--- config.mk ---
export PLATFORM = sky130hd
export DESIGN_NAME = mem_rd_arbiter_flat
export DESIGN_NICKNAME = d
export VERILOG_FILES = /design/src/rtl/mem_rd_arbiter_if.sv /design/src/rtl/mem_rd_arbiter.sv /design/src/flat_wrapper.sv
export SDC_FILE = /design/constraint.sdc
export NUM_CORES = 1
export LEC_CHECK = 0
export CAP_MARGIN = 5
export CORE_AREA = 2 2 97 99
export DETAILED_ROUTE_END_ITERATION = 12
export DIE_AREA = 0 0 99 101
export PLACE_DENSITY = 0.7
export SYNTH_ARGS = -nofsm -noshare
export SYNTH_HDL_FRONTEND = slang
export SYNTH_SLANG_ARGS = --single-unit
--- constraint.sdc ---
create_clock -name clock -period 2.6 [get_ports clock]
set_clock_uncertainty 0.2 [all_clocks]
set_input_delay 0.52 -clock clock [delete_from_list [all_inputs] [get_ports clock]]
set_output_delay 0.52 -clock clock [all_outputs]
set_load 0.01 [all_outputs]
--- src/rtl/mem_rd_arbiter_if.sv ---
// AXI4 read-channel bundle (AR + R) shared by the two masters and the slave
// side of mem_rd_arbiter.
interface mem_rd_arbiter_if #(
  parameter int unsigned ADDR_W = 32,
  parameter int unsigned DATA_W = 32
) ();
  logic              arvalid;
  logic              arready;
  logic [ADDR_W-1:0] araddr;
  logic [2:0]        arsize;
  logic [7:0]        arlen;
  logic              rvalid;
  logic              rready;
  logic [DATA_W-1:0] rdata;
  logic [1:0]        rresp;
  logic              rlast;

  modport master (
    output arvalid, araddr, arsize, arlen, rready,
    input  arready, rvalid, rdata, rresp, rlast
  );

  modport slave (
    input  arvalid, araddr, arsize, arlen, rready,
    output arready, rvalid, rdata, rresp, rlast
  );
endinterface

--- src/rtl/mem_rd_arbiter.sv ---
// Two-master to one-slave AXI4 read arbiter. One read in flight at a time; the owner keeps
// the port from AR grant until its rlast beat is accepted.
module mem_rd_arbiter #(
  parameter int unsigned ADDR_W   = 32,
  parameter int unsigned DATA_W   = 32,
  parameter bit          LSU_PRIO = 1'b1
) (
  input  logic             clock,
  input  logic             reset,
  mem_rd_arbiter_if.slave  m0,
  mem_rd_arbiter_if.slave  m1,
  mem_rd_arbiter_if.master s,
  output logic             busy
);

  localparam logic [2:0] StIdle = 3'd0;
  localparam logic [2:0] StAr0  = 3'd1;
  localparam logic [2:0] StAr1  = 3'd2;
  localparam logic [2:0] StR0   = 3'd3;
  localparam logic [2:0] StR1   = 3'd4;

  logic [2:0] state_q, state_d;
  // 1 means M1 was granted last; reset value lets M0 win the first round-robin tie.
  logic       last_grant_q, last_grant_d;

  logic              in_ar, in_r, own_m1;
  logic              own_arvalid, own_rready;
  logic [ADDR_W-1:0] own_araddr;
  logic [2:0]        own_arsize;
  logic [7:0]        own_arlen;
  logic              ar_hs, r_done;
  logic              pick_m1;
  logic [DATA_W-1:0] r_data;

  assign in_ar  = (state_q == StAr0) || (state_q == StAr1);
  assign in_r   = (state_q == StR0) || (state_q == StR1);
  assign own_m1 = (state_q == StAr1) || (state_q == StR1);

  assign own_arvalid = own_m1 ? m1.arvalid : m0.arvalid;
  assign own_araddr  = own_m1 ? m1.araddr  : m0.araddr;
  assign own_arsize  = own_m1 ? m1.arsize  : m0.arsize;
  assign own_arlen   = own_m1 ? m1.arlen   : m0.arlen;
  assign own_rready  = own_m1 ? m1.rready  : m0.rready;

  assign ar_hs  = in_ar && own_arvalid && s.arready;
  assign r_done = in_r && s.rvalid && own_rready && s.rlast;

  // Tie-break when both request in IDLE.
  assign pick_m1 = LSU_PRIO || !last_grant_q;

  always_comb begin
    state_d      = state_q;
    last_grant_d = last_grant_q;
    case (state_q)
      StIdle: begin
        if (m0.arvalid && m1.arvalid) begin
          state_d = pick_m1 ? StAr1 : StAr0;
        end else if (m0.arvalid) begin
          state_d = StAr0;
        end else if (m1.arvalid) begin
          state_d = StAr1;
        end
      end
      StAr0: begin
        if (ar_hs) begin
          state_d      = StR0;
          last_grant_d = 1'b0;
        end
      end
      StAr1: begin
        if (ar_hs) begin
          state_d      = StR1;
          last_grant_d = 1'b1;
        end
      end
      StR0, StR1: begin
        if (r_done) begin
          state_d = StIdle;
        end
      end
      default: state_d = StIdle;
    endcase
  end

  always_ff @(posedge clock) begin
    if (reset) begin
      state_q      <= StIdle;
      last_grant_q <= 1'b1;
    end else begin
      state_q      <= state_d;
      last_grant_q <= last_grant_d;
    end
  end

  assign s.arvalid = in_ar && own_arvalid;
  assign s.araddr  = in_ar ? own_araddr : '0;
  assign s.arsize  = in_ar ? own_arsize : '0;
  assign s.arlen   = in_ar ? own_arlen  : '0;
  assign s.rready  = in_r && own_rready;

  assign m0.arready = in_ar && !own_m1 && s.arready;
  assign m1.arready = in_ar && own_m1 && s.arready;
  assign m0.rvalid  = in_r && !own_m1 && s.rvalid;
  assign m1.rvalid  = in_r && own_m1 && s.rvalid;

  // R payload is broadcast; only the owner's rvalid qualifies it.
  assign r_data   = s.rdata;
  assign m0.rdata = r_data;
  assign m1.rdata = r_data;
  assign m0.rresp = s.rresp;
  assign m1.rresp = s.rresp;
  assign m0.rlast = s.rlast;
  assign m1.rlast = s.rlast;

  assign busy = (state_q != StIdle);

`ifndef SYNTHESIS
  a_rvalid_excl: assert property (@(posedge clock) disable iff (reset)
    !(m0.rvalid && m1.rvalid));
  a_arready_excl: assert property (@(posedge clock) disable iff (reset)
    !(m0.arready && m1.arready));
  a_state_legal: assert property (@(posedge clock) disable iff (reset)
    state_q <= StR1);
`endif

endmodule

--- src/flat_wrapper.sv ---
// flat-port wrapper written by rule: the top's interface ports become plain ports
module mem_rd_arbiter_flat 
#(
  parameter int unsigned ADDR_W   = 32,
  parameter int unsigned DATA_W   = 32,
  parameter bit          LSU_PRIO = 1'b1
)
  (clock, reset, busy, m0_arvalid, m0_araddr, m0_arsize, m0_arlen, m0_rready, m0_arready, m0_rvalid, m0_rdata, m0_rresp, m0_rlast, m1_arvalid, m1_araddr, m1_arsize, m1_arlen, m1_rready, m1_arready, m1_rvalid, m1_rdata, m1_rresp, m1_rlast, s_arvalid, s_araddr, s_arsize, s_arlen, s_rready, s_arready, s_rvalid, s_rdata, s_rresp, s_rlast);
  mem_rd_arbiter_if #(.ADDR_W(ADDR_W), .DATA_W(DATA_W)) m0_i ();
  mem_rd_arbiter_if #(.ADDR_W(ADDR_W), .DATA_W(DATA_W)) m1_i ();
  mem_rd_arbiter_if #(.ADDR_W(ADDR_W), .DATA_W(DATA_W)) s_i ();
  input  logic clock;
  input  logic reset;
  output logic busy;
  input wire logic [$bits(m0_i.arvalid)-1:0] m0_arvalid;
  input wire logic [$bits(m0_i.araddr)-1:0] m0_araddr;
  input wire logic [$bits(m0_i.arsize)-1:0] m0_arsize;
  input wire logic [$bits(m0_i.arlen)-1:0] m0_arlen;
  input wire logic [$bits(m0_i.rready)-1:0] m0_rready;
  output wire logic [$bits(m0_i.arready)-1:0] m0_arready;
  output wire logic [$bits(m0_i.rvalid)-1:0] m0_rvalid;
  output wire logic [$bits(m0_i.rdata)-1:0] m0_rdata;
  output wire logic [$bits(m0_i.rresp)-1:0] m0_rresp;
  output wire logic [$bits(m0_i.rlast)-1:0] m0_rlast;
  input wire logic [$bits(m1_i.arvalid)-1:0] m1_arvalid;
  input wire logic [$bits(m1_i.araddr)-1:0] m1_araddr;
  input wire logic [$bits(m1_i.arsize)-1:0] m1_arsize;
  input wire logic [$bits(m1_i.arlen)-1:0] m1_arlen;
  input wire logic [$bits(m1_i.rready)-1:0] m1_rready;
  output wire logic [$bits(m1_i.arready)-1:0] m1_arready;
  output wire logic [$bits(m1_i.rvalid)-1:0] m1_rvalid;
  output wire logic [$bits(m1_i.rdata)-1:0] m1_rdata;
  output wire logic [$bits(m1_i.rresp)-1:0] m1_rresp;
  output wire logic [$bits(m1_i.rlast)-1:0] m1_rlast;
  output wire logic [$bits(s_i.arvalid)-1:0] s_arvalid;
  output wire logic [$bits(s_i.araddr)-1:0] s_araddr;
  output wire logic [$bits(s_i.arsize)-1:0] s_arsize;
  output wire logic [$bits(s_i.arlen)-1:0] s_arlen;
  output wire logic [$bits(s_i.rready)-1:0] s_rready;
  input wire logic [$bits(s_i.arready)-1:0] s_arready;
  input wire logic [$bits(s_i.rvalid)-1:0] s_rvalid;
  input wire logic [$bits(s_i.rdata)-1:0] s_rdata;
  input wire logic [$bits(s_i.rresp)-1:0] s_rresp;
  input wire logic [$bits(s_i.rlast)-1:0] s_rlast;
  assign m0_i.arvalid = m0_arvalid;
  assign m0_i.araddr = m0_araddr;
  assign m0_i.arsize = m0_arsize;
  assign m0_i.arlen = m0_arlen;
  assign m0_i.rready = m0_rready;
  assign m0_arready = m0_i.arready;
  assign m0_rvalid = m0_i.rvalid;
  assign m0_rdata = m0_i.rdata;
  assign m0_rresp = m0_i.rresp;
  assign m0_rlast = m0_i.rlast;
  assign m1_i.arvalid = m1_arvalid;
  assign m1_i.araddr = m1_araddr;
  assign m1_i.arsize = m1_arsize;
  assign m1_i.arlen = m1_arlen;
  assign m1_i.rready = m1_rready;
  assign m1_arready = m1_i.arready;
  assign m1_rvalid = m1_i.rvalid;
  assign m1_rdata = m1_i.rdata;
  assign m1_rresp = m1_i.rresp;
  assign m1_rlast = m1_i.rlast;
  assign s_arvalid = s_i.arvalid;
  assign s_araddr = s_i.araddr;
  assign s_arsize = s_i.arsize;
  assign s_arlen = s_i.arlen;
  assign s_rready = s_i.rready;
  assign s_i.arready = s_arready;
  assign s_i.rvalid = s_rvalid;
  assign s_i.rdata = s_rdata;
  assign s_i.rresp = s_rresp;
  assign s_i.rlast = s_rlast;
  mem_rd_arbiter #(.ADDR_W(ADDR_W), .DATA_W(DATA_W), .LSU_PRIO(LSU_PRIO)) u_core (.clock(clock), .reset(reset), .m0(m0_i), .m1(m1_i), .s(s_i), .busy(busy));
endmodule
Word-level counts from Yosys, hierarchy flattened
Cells that the tools add are included.
{ "classes": {"eq_ne": 8, "n_mux": 15, "reduce_logical": 23} }
{ "ops": {"columns": ["cell", "n"], "rows": [
  ["2-to-1 mux 32 bit", 2],
  ["2-to-1 mux 3 bit", 8],
  ["2-to-1 mux 8 bit", 2],
  ["logical AND 1 bit", 15],
  ["one-hot mux 3 bit (4 select lines)", 1],
  ["equality test 3 x 2 -> 1 bit (second input constant)", 2],
  ["inequality test 2 x 1 -> 1 bit (second input constant)", 3],
  ["inequality test 4 x 3 -> 1 bit (second input constant)", 1],
  ["AND reduction 4 bit", 1],
  ["equality test 3 x 1 -> 1 bit (second input constant)", 1],
  ["equality test 3 bit (second input constant)", 1],
  ["zero test 3 bit", 1],
  ["logical OR 1 bit", 3],
  ["nonzero test 3 bit", 1],
  ["2-to-1 mux 1 bit", 2],
  ["OR reduction 2 bit", 1],
  ["zero test 1 bit", 1]
]} }
{ "word_totals": {"ff_bits": 3, "input_bits": 129, "elab_cells": 47} }

Logic depth before layout (Yosys ltp)
Gate-level depths: netlist (run 1).
{ "depth": {"ltp_word": 7, "mapped_depth": 7, "ltp_nobuf": 4} }

Least setup slack after synthesis (run 1)
No wires, ideal clock.
{ "synth_timing": {"path_kind": "register to output", "start": "register u_core.state_q[1]", "end": "output s_araddr[0]", "t_arrival_ns": 1.230, "required_ns": 1.880, "slack_ns": 0.650, "path_stages_with_launch": 7, "path_buffers": 3, "path_cell_list": "dfxtp_1 buf_6 nor2b_4 and2b_1 buf_4 buf_6 a22o_1"} }
{ "synth_between": {"elab_chain_len": 4} }
{ "synth_lines": {"columns": ["item", "line_no", "text"], "rows": [
  ["from (decl)", "mem_rd_arbiter.sv:22", "logic [2:0] state_q, state_d;"],
  ["from (signal assigned)", "mem_rd_arbiter.sv:87", "state_q <= StIdle;"],
  ["from (signal assigned)", "mem_rd_arbiter.sv:90", "state_q <= state_d;"],
  ["equality test 3 x 2 -> 1 bit / equality test 3 bit (equally long branches)", "mem_rd_arbiter.sv:35, mem_rd_arbiter.sv:37", null],
  ["logical OR 1 bit", "mem_rd_arbiter.sv:37", "assign own_m1 = (state_q == StAr1) || (state_q == StR1);"],
  ["2-to-1 mux 32 bit", "mem_rd_arbiter.sv:40", "assign own_araddr = own_m1 ? m1.araddr : m0.araddr;"],
  ["2-to-1 mux 32 bit *", "mem_rd_arbiter.sv:96", "assign s.araddr = in_ar ? own_araddr : '0;"],
  ["to (decl)", "flat_wrapper.sv:36", "output wire logic [$bits(s_i.araddr)-1:0] s_araddr;"]
]} }
Mark *: on every way between the ends. The rest lies on a longest branch, timed or not.

Worst setup path in the final report (run 1)
{ "layout_timing": {"start": "register u_core.state_q[1]", "end": "output s_arlen[5]"} }
{ "layout_between": {"elab_chain_len": 4} }
{ "layout_lines": {"columns": ["item", "line_no", "text"], "rows": [
  ["equality test 3 x 2 -> 1 bit / equality test 3 bit (equally long branches)", "mem_rd_arbiter.sv:35, mem_rd_arbiter.sv:37", null],
  ["logical OR 1 bit", "mem_rd_arbiter.sv:37", null],
  ["2-to-1 mux 8 bit", "mem_rd_arbiter.sv:42", "assign own_arlen = own_m1 ? m1.arlen : m0.arlen;"],
  ["2-to-1 mux 8 bit *", "mem_rd_arbiter.sv:98", "assign s.arlen = in_ar ? own_arlen : '0;"],
  ["to (decl)", "flat_wrapper.sv:38", "output wire logic [$bits(s_i.arlen)-1:0] s_arlen;"]
]} }
Marks and branches as above.

==> flow_summary.json, run 1 <==
{
  "timing_worst_setup_path_type": "reg2out",
  "io_buffers": 146,
  "hp-class": "reg2reg",
  "die_h_um": 101,
  "yosysTopAreaCellShare_pct": 40.3,
  "hold_depth": 3,
  "nFillCells": 953,
  "routed_via_density": 4.03,
  "ant_nets": 0,
  "min_period_over_period_pct": 96.6,
  "cp_top_family": "buffers and inverters",
  "crit_buf_inv": 2,
  "grt_max_degree": 28,
  "regMostFlops": "u_core.state_q",
  "grt_pass1_wl_um": 7780,
  "p_per_area_nw_per_um2": 642,
  "register_area_sq_um": 60.1,
  "drive_gt1_share_pct": 9.13,
  "end_kind": "output port",
  "fin_util_pct": 27.8,
  "dp_hpwl_um": 4680,
  "finalWeightedCongestion": 0.769,
  "numCtsBuffers": 3,
  "netlist_instances": 163,
  "synth.avg_cell_area_sq_um": 8.24,
  "first_iter_violations": 33,
  "reg_top3": "u_core.state_q (3)",
  "critical_path.slowest_cell": "clkdlybuf4s50_1",
  "drtPass1Iterations": 4,
  "vias": 1420,
  "multi_input_area_sq_um": 621,
  "clock_sink_count": 3,
  "hold_viol_final": 0,
  "ys_top_cells_by_area": "buf_4 (40%), a22o_1 (29%), buf_6 (8.4%)",
  "start_kind": "flop",
  "yosysWarnings": 0,
  "status": "finished, final reports clean",
  "peakVddDrop_v": 0.000183,
  "clkTransAtPathRegs_ns": 0.03,
  "drcViolationCount": 0,
  "reg2regPathDepth": 5,
  "wirelength_um": 5520,
  "slew_headroom_pct": 84.7,
  "synth.distinct_cells": 25,
  "core_sq_um": 8980,
  "ys_ff_latch": 3,
  "track_usage_pct": 9.78,
  "setup_slack_ns": 0.0888,
  "ff2ff_setup_slack_ns": 0.96,
  "largest_register_ffs": 3,
  "wl_per_cell_um": 15.7,
  "slowest_delay_ns": 0.54,
  "insertedDiodeCount": 0,
  "cp_num_cells": 5,
  "power_mw": 1.60,
  "ios": 249,
  "root_buffer": "clkbuf_8",
  "final.setup.tns_ns": 0,
  "cts_hold_buffers": 0,
  "p_leak_nw": 1.17,
  "yosysTopAreaCell": "buf_4",
  "crit_chain": "nor2b_4, and2b_2, buf_12, a22o_1, clkdlybuf4s50_1",
  "max_freq_mhz": 398,
  "fin_crit_ns": 2.51,
  "layout_commonest_cell": "clkdlybuf4s50_1",
  "grt_pass1_vias": 1450,
  "mostFrequentLayoutCells": "clkdlybuf4s50_1 (129), a22o_1 (44), dlymetal6s2s_1 (15), nand2_1 (6), buf_4 (6)",
  "critPathMaxFanout": 27,
  "dp_slack_ns": 0.117,
  "required_ns": 1.88,
  "antenna_found_initial": 0,
  "dieWidth_um": 99,
  "syn2layout_area_growth_pct": 85.6,
  "slew_violations": 0,
  "synth_seq_area_share_pct": 4.47,
  "worst_slew_pin_slew_ns": 0.229,
  "cts_tree": "yes",
  "dieArea_sq_um": 10000,
  "rows": 35,
  "clock_path_buffers": 2,
  "initial_core_util_pct": 15.0,
  "arrival_ns": 1.79,
  "nets": 371,
  "synth_nets": 292,
  "overflow": 0,
  "whs_ns": 0.442,
  "htreeDepth": 1,
  "synth_area_sq_um": 1340,
  "cap_violations": 0,
  "setup-violations-final": 0,
  "clkLatencyLatePin_ns": 0.21
}
==> cell families (layout without fill, tap and decap cells) <==
logic type,Yosys count,after routing,share of synthesized area (%)
compound gates,52,52,34.1
simple gates,20,20,9.69
mux,3,3,2.24
buf+inv,85,163,49.5
flops,3,3,4.47
==> routing by layer <==
layer	vias up	global-route usage, %	wire [um]
met5	-	0	0
met1	619	11.1	1970
met2	100	15.9	2580
met4	0	3.79	137
met3	26	4.72	833
li1	675	-	-
==> power breakdown <==
group	internal [mW]	switching [mW]
Combinational	0.833	0.561
Clock	0.104	0.0292
Sequential	0.0612	0.0116
==> worst paths after layout <==
path | from | to
max | u_core.state_q[1] | s_arlen[5]
min | u_core.state_q[1] | u_core.state_q[1]
max reg2reg | u_core.state_q[1] | u_core.state_q[0]
min reg2reg | u_core.state_q[1] | u_core.state_q[1]
==> through the flow <==
step                      instance area (sq um)  cells
final                                      2490    352
after global routing                       2490    352
after CTS                                  2440    351
after detailed placement                   2380    347
after global placement                     2380    347
after floorplan                            1340    163
==> repair_timing <==
action	in CTS	in global routing
setup endpoints to repair	20	42
setup buffers	0	1
resized for setup	6	18
==> worst reg2reg max path: stages, from the launching register on <==
cell      delay, ns
dfxtp_1        0.31
buf_4          0.16
or2_0          0.24
o221ai_2       0.24
o21ai_2        0.12
o221a_1        0.26
==> synth_stat cells, drive strengths merged <==
library cell / n
a21oi: 3
a22o: 44
and2: 3
and2b: 1
and3: 2
buf: 82
dfxtp: 3
inv: 3
mux2i: 3
nand2: 6
nand4b: 1
nand4bb: 1
nor2: 2
nor2b: 1
nor3b: 1
o2111a: 1
o211ai: 1
o21ai: 1
o221a: 1
o221ai: 1
or2: 1
or3: 1
==> final cells by class <==
type / instances / share of cell area [%]
tap: 111 / 5.57
timing repair buffer: 156 / 64.9
clock buffer: 4 / 1.81
multi-input combinational: 75 / 24.9
inverter: 3 / 0.452
sequential: 3 / 2.41
Power figures use the tool's default switching activity.
==> run 2, diff against run 1 <==
--- a/config.mk
+++ b/config.mk
@@ -9,7 +9,7 @@
 export CORE_AREA = 2 2 97 99
 export DETAILED_ROUTE_END_ITERATION = 12
 export DIE_AREA = 0 0 99 101
-export PLACE_DENSITY = 0.7
+export PLACE_DENSITY_LB_ADDON = 0.2
 export SYNTH_ARGS = -nofsm -noshare
 export SYNTH_HDL_FRONTEND = slang
 export SYNTH_SLANG_ARGS = --single-unit
==> run 2 against run 1 <==
Via count up 2.3%. Utilization up 1.8 points. Hold slack worse by 0.034 ns. Design area up 6.5%. Wire length down 0.16%. Final cell count up 1.7%. Die area unchanged. Sequential cell count unchanged. Highest routed layer unchanged.
==> flow_summary.json, run 2 (synthesized netlist as in run 1, its figures left out) <==
{
  "largest_register_ffs": 3,
  "grt_max_degree": 27,
  "regMostFlops": "u_core.state_q",
  "drtPass1Iterations": 4,
  "dp_hpwl_um": 4100,
  "drcViolationCount": 0,
  "dieArea_sq_um": 10000,
  "final_area_sq_um": 2660,
  "numCtsBuffers": 3,
  "critPathMaxFanout": 10,
  "clkLatencyLatePin_ns": 0.21,
  "nets": 377,
  "worst_slew_pin_slew_ns": 0.241,
  "root_buffer": "clkbuf_8",
  "dieWidth_um": 99,
  "whs_ns": 0.409,
  "clock_sink_count": 3,
  "slew_headroom_pct": 84.0,
  "max_freq_mhz": 397,
  "placed_area_sq_um": 2410,
  "clock_path_buffers": 2,
  "reg_top3": "u_core.state_q (3)",
  "die_h_um": 101,
  "power_mw": 1.66,
  "arrival_ns": 1.80,
  "pwr-share-clk_pct": 7.9,
  "drive_gt1_share_pct": 12.6,
  "switchingPower_mw": 0.613,
  "layout_commonest_cell": "clkdlybuf4s50_1",
  "antenna_found_initial": 0,
  "htreeDepth": 1,
  "end_kind": "output port",
  "start_kind": "flop",
  "hold_viol_final": 0,
  "insertedDiodeCount": 0,
  "min_period_over_period_pct": 96.8,
  "initial_core_util_pct": 15.0,
  "syn2layout_area_growth_pct": 97.8,
  "first_iter_violations": 24,
  "mostFrequentLayoutCells": "clkdlybuf4s50_1 (102), a22o_1 (44), dlymetal6s2s_1 (38), buf_4 (9)",
  "setup-violations-final": 0,
  "rows": 35,
  "cap_violations": 0,
  "hp-class": "reg2reg",
  "critical_path.slowest_cell": "clkdlybuf4s50_1",
  "cp_top_family": "buffers and inverters",
  "slowest_delay_ns": 0.53,
  "fin_crit_ns": 2.52,
  "ios": 249,
  "combPwrFrac_pct": 87.0,
  "grt_pass1_wl_um": 7040,
  "p_per_area_nw_per_um2": 626,
  "core_sq_um": 8980,
  "slew_violations": 0,
  "wirelength_um": 5510,
  "vias": 1452,
  "crit_buf_inv": 2,
  "cts_hold_buffers": 0,
  "required_ns": 1.88,
  "grt_pass1_vias": 1317,
  "switching_share_pct": 36.9,
  "cts_tree": "yes",
  "status": "finished, final reports clean",
  "io_buffers": 146,
  "crit_chain": "nor2b_4, and2b_4, buf_12, a22o_1, clkdlybuf4s50_1",
  "wl_per_cell_um": 15.4,
  "intPower_mw": 1.05,
  "overflow": 0,
  "finalWeightedCongestion": 0.689,
  "track_usage_pct": 8.71,
  "routed_via_density": 4.06,
  "seqPwrFrac_pct": 5.1,
  "p_leak_nw": 1.62,
  "clkTransAtPathRegs_ns": 0.03,
  "ant_nets": 0,
  "timing_worst_setup_path_type": "reg2out",
  "peakVddDrop_v": 0.000310
}
[run 2: changes by cell type in the layout (fill, tap and decap cells not counted), moves of 2 or more]
cell | before | now
buf_4 | 6 | 9
dlygate4sd2_1 | 2 | 6
dlymetal6s2s_1 | 15 | 38
clkbuf_16 | 0 | 3
dfxtp_2 | 0 | 2
clkdlybuf4s50_1 | 129 | 102
dfxtp_1 | 3 | 1
[run 2: cell type report]
cell class	instances	area, sq um
Sequential cell	3	62.6
Multi-Input combinational cell	75	626
Timing Repair Buffer	162	1770
Clock buffer	4	45.0
Fill cell	961	6320
Tap cell	111	139
Inverter	3	11.3
[run 2: layer usage]
layer  up-vias  part of all wire, %  track usage (%)
li1        690                    -                -
met2       108                   47             14.4
met5         -                    0                0
met4         0                  1.3             2.74
met3        16                   13             3.40
met1       638                   39             10.4
[run 2: final timing paths]
kind,startpoint,end,slack [ns],cells after the start
worst max-delay path,u_core.state_q[1],s_araddr[26],0.08,5
worst min-delay path,u_core.state_q[0],u_core.state_q[0],0.41,1
worst max register to register,u_core.state_q[0],u_core.state_q[0],0.95,5
worst min register to register,u_core.state_q[0],u_core.state_q[0],0.41,1
[run 2: what timing repair did]
item | in CTS | in global routing
pin swaps | 0 | 1
endpoints found under the setup margin | 26 | 39
resized for setup | 9 | 44
gates cloned | 0 | 3
hold endpoints to repair | 0 | 0
buffers inserted | 0 | 2
[run 2: power groups by stage]
stage | clock network [mW] | registers (mW) | logic [mW]
after detailed placement | 0 | 0.0807 | 1.40
final | 0.132 | 0.0845 | 1.44
after floorplan | 0 | 0.0743 | 0.809
after global routing | 0.145 | 0.0886 | 1.55
after global placement | 0 | 0.0796 | 1.40
after CTS | 0.136 | 0.0800 | 1.40
[run 2: per-stage QoR]
stage               utilization [%]  TNS (ns)  setup slack (ns)  cells
finish                         29.6         0            0.0842    358
global route                   29.6  -0.00532          -0.00532    358
CTS                            27.4   -0.0164           -0.0112    353
detailed placement             26.9         0             0.118    349
global placement               26.9         0             0.126    349
floorplan                         -         0             0.650    163
==> run 3, diff against run 2 <==
--- a/config.mk
+++ b/config.mk
@@ -5,10 +5,14 @@
 export SDC_FILE = /design/constraint.sdc
 export NUM_CORES = 1
 export LEC_CHECK = 0
+export ABC_AREA = 1
 export CAP_MARGIN = 5
-export CORE_AREA = 2 2 97 99
+export CELL_PAD_IN_SITES_DETAIL_PLACEMENT = 2
+export CELL_PAD_IN_SITES_GLOBAL_PLACEMENT = 2
+export CORE_MARGIN = 2
+export CORE_UTILIZATION = 10
 export DETAILED_ROUTE_END_ITERATION = 12
-export DIE_AREA = 0 0 99 101
+export GPL_TIMING_DRIVEN = 0
 export PLACE_DENSITY_LB_ADDON = 0.2
 export SYNTH_ARGS = -nofsm -noshare
 export SYNTH_HDL_FRONTEND = slang
==> run 3 against run 2 <==
Critical path depth shrank 1. Sequential share of layout area shrank 0.80 points. Sequential power grew 8.0%. First-iteration DRC count grew to 3.4 times the previous value. Highest routed layer unchanged.
==> flow_summary.json, run 3 <==
{
  "status": "finished, final reports clean",
  "wirelength_um": 8700,
  "slowest_delay_ns": 0.54,
  "insertedDiodeCount": 0,
  "netlist_instances": 185,
  "min_period_over_period_pct": 97.5,
  "root_buffer": "clkbuf_16",
  "pwr-share-clk_pct": 10.7,
  "mostFrequentLayoutCells": "clkdlybuf4s50_1 (205), buf_4 (74), a32o_1 (43), nand2_1 (16), buf_6 (10)",
  "synth_seq_area_share_pct": 4.40,
  "nFillCells": 1531,
  "fin_crit_ns": 2.54,
  "worst_slew_pin_slew_ns": 0.208,
  "dp_hpwl_um": 7460,
  "hold_viol_final": 0,
  "numCtsBuffers": 3,
  "clock_path_buffers": 2,
  "regMostFlops": "u_core.state_q",
  "cap_violations": 0,
  "rsz0062_at_grt": "yes",
  "slew_violations": 0,
  "first_iter_violations": 81,
  "timing_worst_setup_path_type": "in2out",
  "synth.distinct_cells": 18,
  "switchingPower_mw": 0.960,
  "cts_hold_buffers": 0,
  "routed_via_density": 3.83,
  "yosysMostFrequentCell": "buf_4",
  "ys_top_cells_by_area": "buf_4 (38%), a32o_1 (32%), dfxtp_1 (4.4%)",
  "intPower_mw": 1.37,
  "overflow": 0,
  "p_per_area_nw_per_um2": 592,
  "synth_common_cells": "buf_4 (70), a32o_1 (43), nand2_1 (16)",
  "htreeDepth": 1,
  "p_leak_nw": 1.72,
  "finalWeightedCongestion": 0.658,
  "rows": 42,
  "ys_ff_latch": 3,
  "ios": 249,
  "hp-class": "reg2reg",
  "vias": 2234,
  "seqPwrFrac_pct": 3.9,
  "reg_top3": "u_core.state_q (3)",
  "critical_path.slowest_cell": "clkdlybuf4s50_1",
  "grt_pass1_vias": 2434,
  "layout_commonest_cell": "clkdlybuf4s50_1",
  "drcViolationCount": 0,
  "switching_share_pct": 41.3,
  "start_kind": "input pin",
  "nets": 537,
  "worst_path_most_repeated_cell": "clkdlybuf4s50_1",
  "dieArea_sq_um": 14600,
  "synth_area_sq_um": 1370,
  "required_ns": 1.88,
  "clkLatencyLatePin_ns": 0.23,
  "initial_core_util_pct": 10.3,
  "antenna_found_initial": 0,
  "crit_chain": "clkdlybuf4s50_1, nand4_1, nand2_1, clkdlybuf4s50_1",
  "die_h_um": 121,
  "yosysWarnings": 0,
  "yosysTopAreaCellShare_pct": 38.5,
  "synth_edf_count": 0,
  "max_freq_mhz": 394,
  "final.setup.tns_ns": 0,
  "io_buffers": 214,
  "drive_gt1_share_pct": 26.5,
  "synth_nets": 314,
  "grt_pass1_wl_um": 12600,
  "drtPass1Iterations": 6,
  "largest_register_ffs": 3,
  "yosysTopAreaCell": "buf_4",
  "critPathMaxFanout": 3,
  "final_area_sq_um": 3930,
  "arrival_ns": 1.82,
  "synth_async_sr_flop_share_pct": 0,
  "synth_ff_type": "dfxtp_1",
  "slew_headroom_pct": 86.1,
  "combPwrFrac_pct": 85.4,
  "track_usage_pct": 10.8,
  "grt_max_degree": 11,
  "syn2layout_area_growth_pct": 188,
  "setup-violations-final": 0,
  "peakVddDrop_v": 0.000220,
  "clkTransAtPathRegs_ns": 0.03,
  "placed_area_sq_um": 3730,
  "wl_per_cell_um": 14.9,
  "end_kind": "output port",
  "clock_sink_count": 3,
  "synth.avg_cell_area_sq_um": 7.39,
  "ant_nets": 0,
  "cts_tree": "yes",
  "core_sq_um": 13300,
  "fin_util_pct": 29.6,
  "dieWidth_um": 121
}
run 3: cell types whose count changed after synthesis, moves of 5 or more:
cell / previous run / this run
nand2_1: 6 / 16
nor2_2: 0 / 5
a32o_1: 0 / 43
buf_2: 0 / 9
nor2_1: 2 / 9
inv_1: 3 / 9
a22o_1: 44 / 0
buf_6: 10 / 2
run 3: layer usage:
metal	GRT usage, %	vias to the layer above	routed length [um]
li1	-	1044	-
met1	11.2	1025	3060
met2	20.1	156	4370
met3	4.37	9	1130
met4	2.40	0	133
met5	0	-	0
run 3: layout make-up:
class                      instances  area (sq um)  area share (%)
timing repair buffer             218          2190            55.8
inverter                          11          48.8            1.24
clock buffer                       4          78.8            2.01
multi-input combinational         87           668            17.0
sequential                         3          61.3            1.56
buffer                            84           661            16.8
tap                              176           220            5.61
run 3: cells by family after synthesis:
| kind of cell | Yosys count | share of synthesized area, % |
|---|---|---|
| AOI/OAI and AO/OA | 44 | 31.9 |
| buffers and inverters | 95 | 47.3 |
| DFF | 3 | 4.40 |
| and+or+nand+nor | 43 | 16.5 |
run 3: path summary, 6_finish.rpt:
path	from	endpoint	cells after the start	slack [ns]
max	m1_arvalid	s_arvalid	4	0.06
min	u_core.state_q[1]	u_core.state_q[1]	4	0.40
max reg2reg	u_core.state_q[2]	u_core.state_q[0]	10	0.89
min reg2reg	u_core.state_q[1]	u_core.state_q[1]	4	0.40
run 3: power groups by stage:
stage / clock network [mW] / registers, mW / logic [mW]
2_1_floorplan: 0 / 0.0823 / 0.921
3_3_place_gp: 0 / 0.0885 / 1.87
3_5_place_dp: 0 / 0.0886 / 1.88
4_1_cts: 0.253 / 0.0924 / 1.96
5_1_grt: 0.259 / 0.0958 / 2.15
6_report: 0.249 / 0.0913 / 1.99
run 3: through the flow:
step / power (mW) / hold slack [ns] / std cells / setup WS (ns)
after CTS: 2.31 / 0.412 / 581 / 0.00239
after detailed placement: 1.97 / 0.433 / 575 / 0.0284
after global routing: 2.50 / 0.464 / 583 / -0.000210
final: 2.33 / 0.399 / 583 / 0.0646
after floorplan: 1.00 / 0.382 / 185 / 0.826
after global placement: 1.96 / 0.429 / 575 / 0.0182
run 3: repair_timing:
item / CTS / global route
buffers inserted: 2 / 2
gates cloned: 0 / 0
endpoints found under the hold margin: 0 / 0
gates resized for setup: 16 / 21
setup endpoints to repair: 40 / 40
run 3: critical path: cells and delay by family:
| kind | cells | cell delay (ns) |
|---|---|---|
| buffers and inverters | 2 | 1.08 |
| AND/OR/NAND/NOR | 2 | 0.21 |
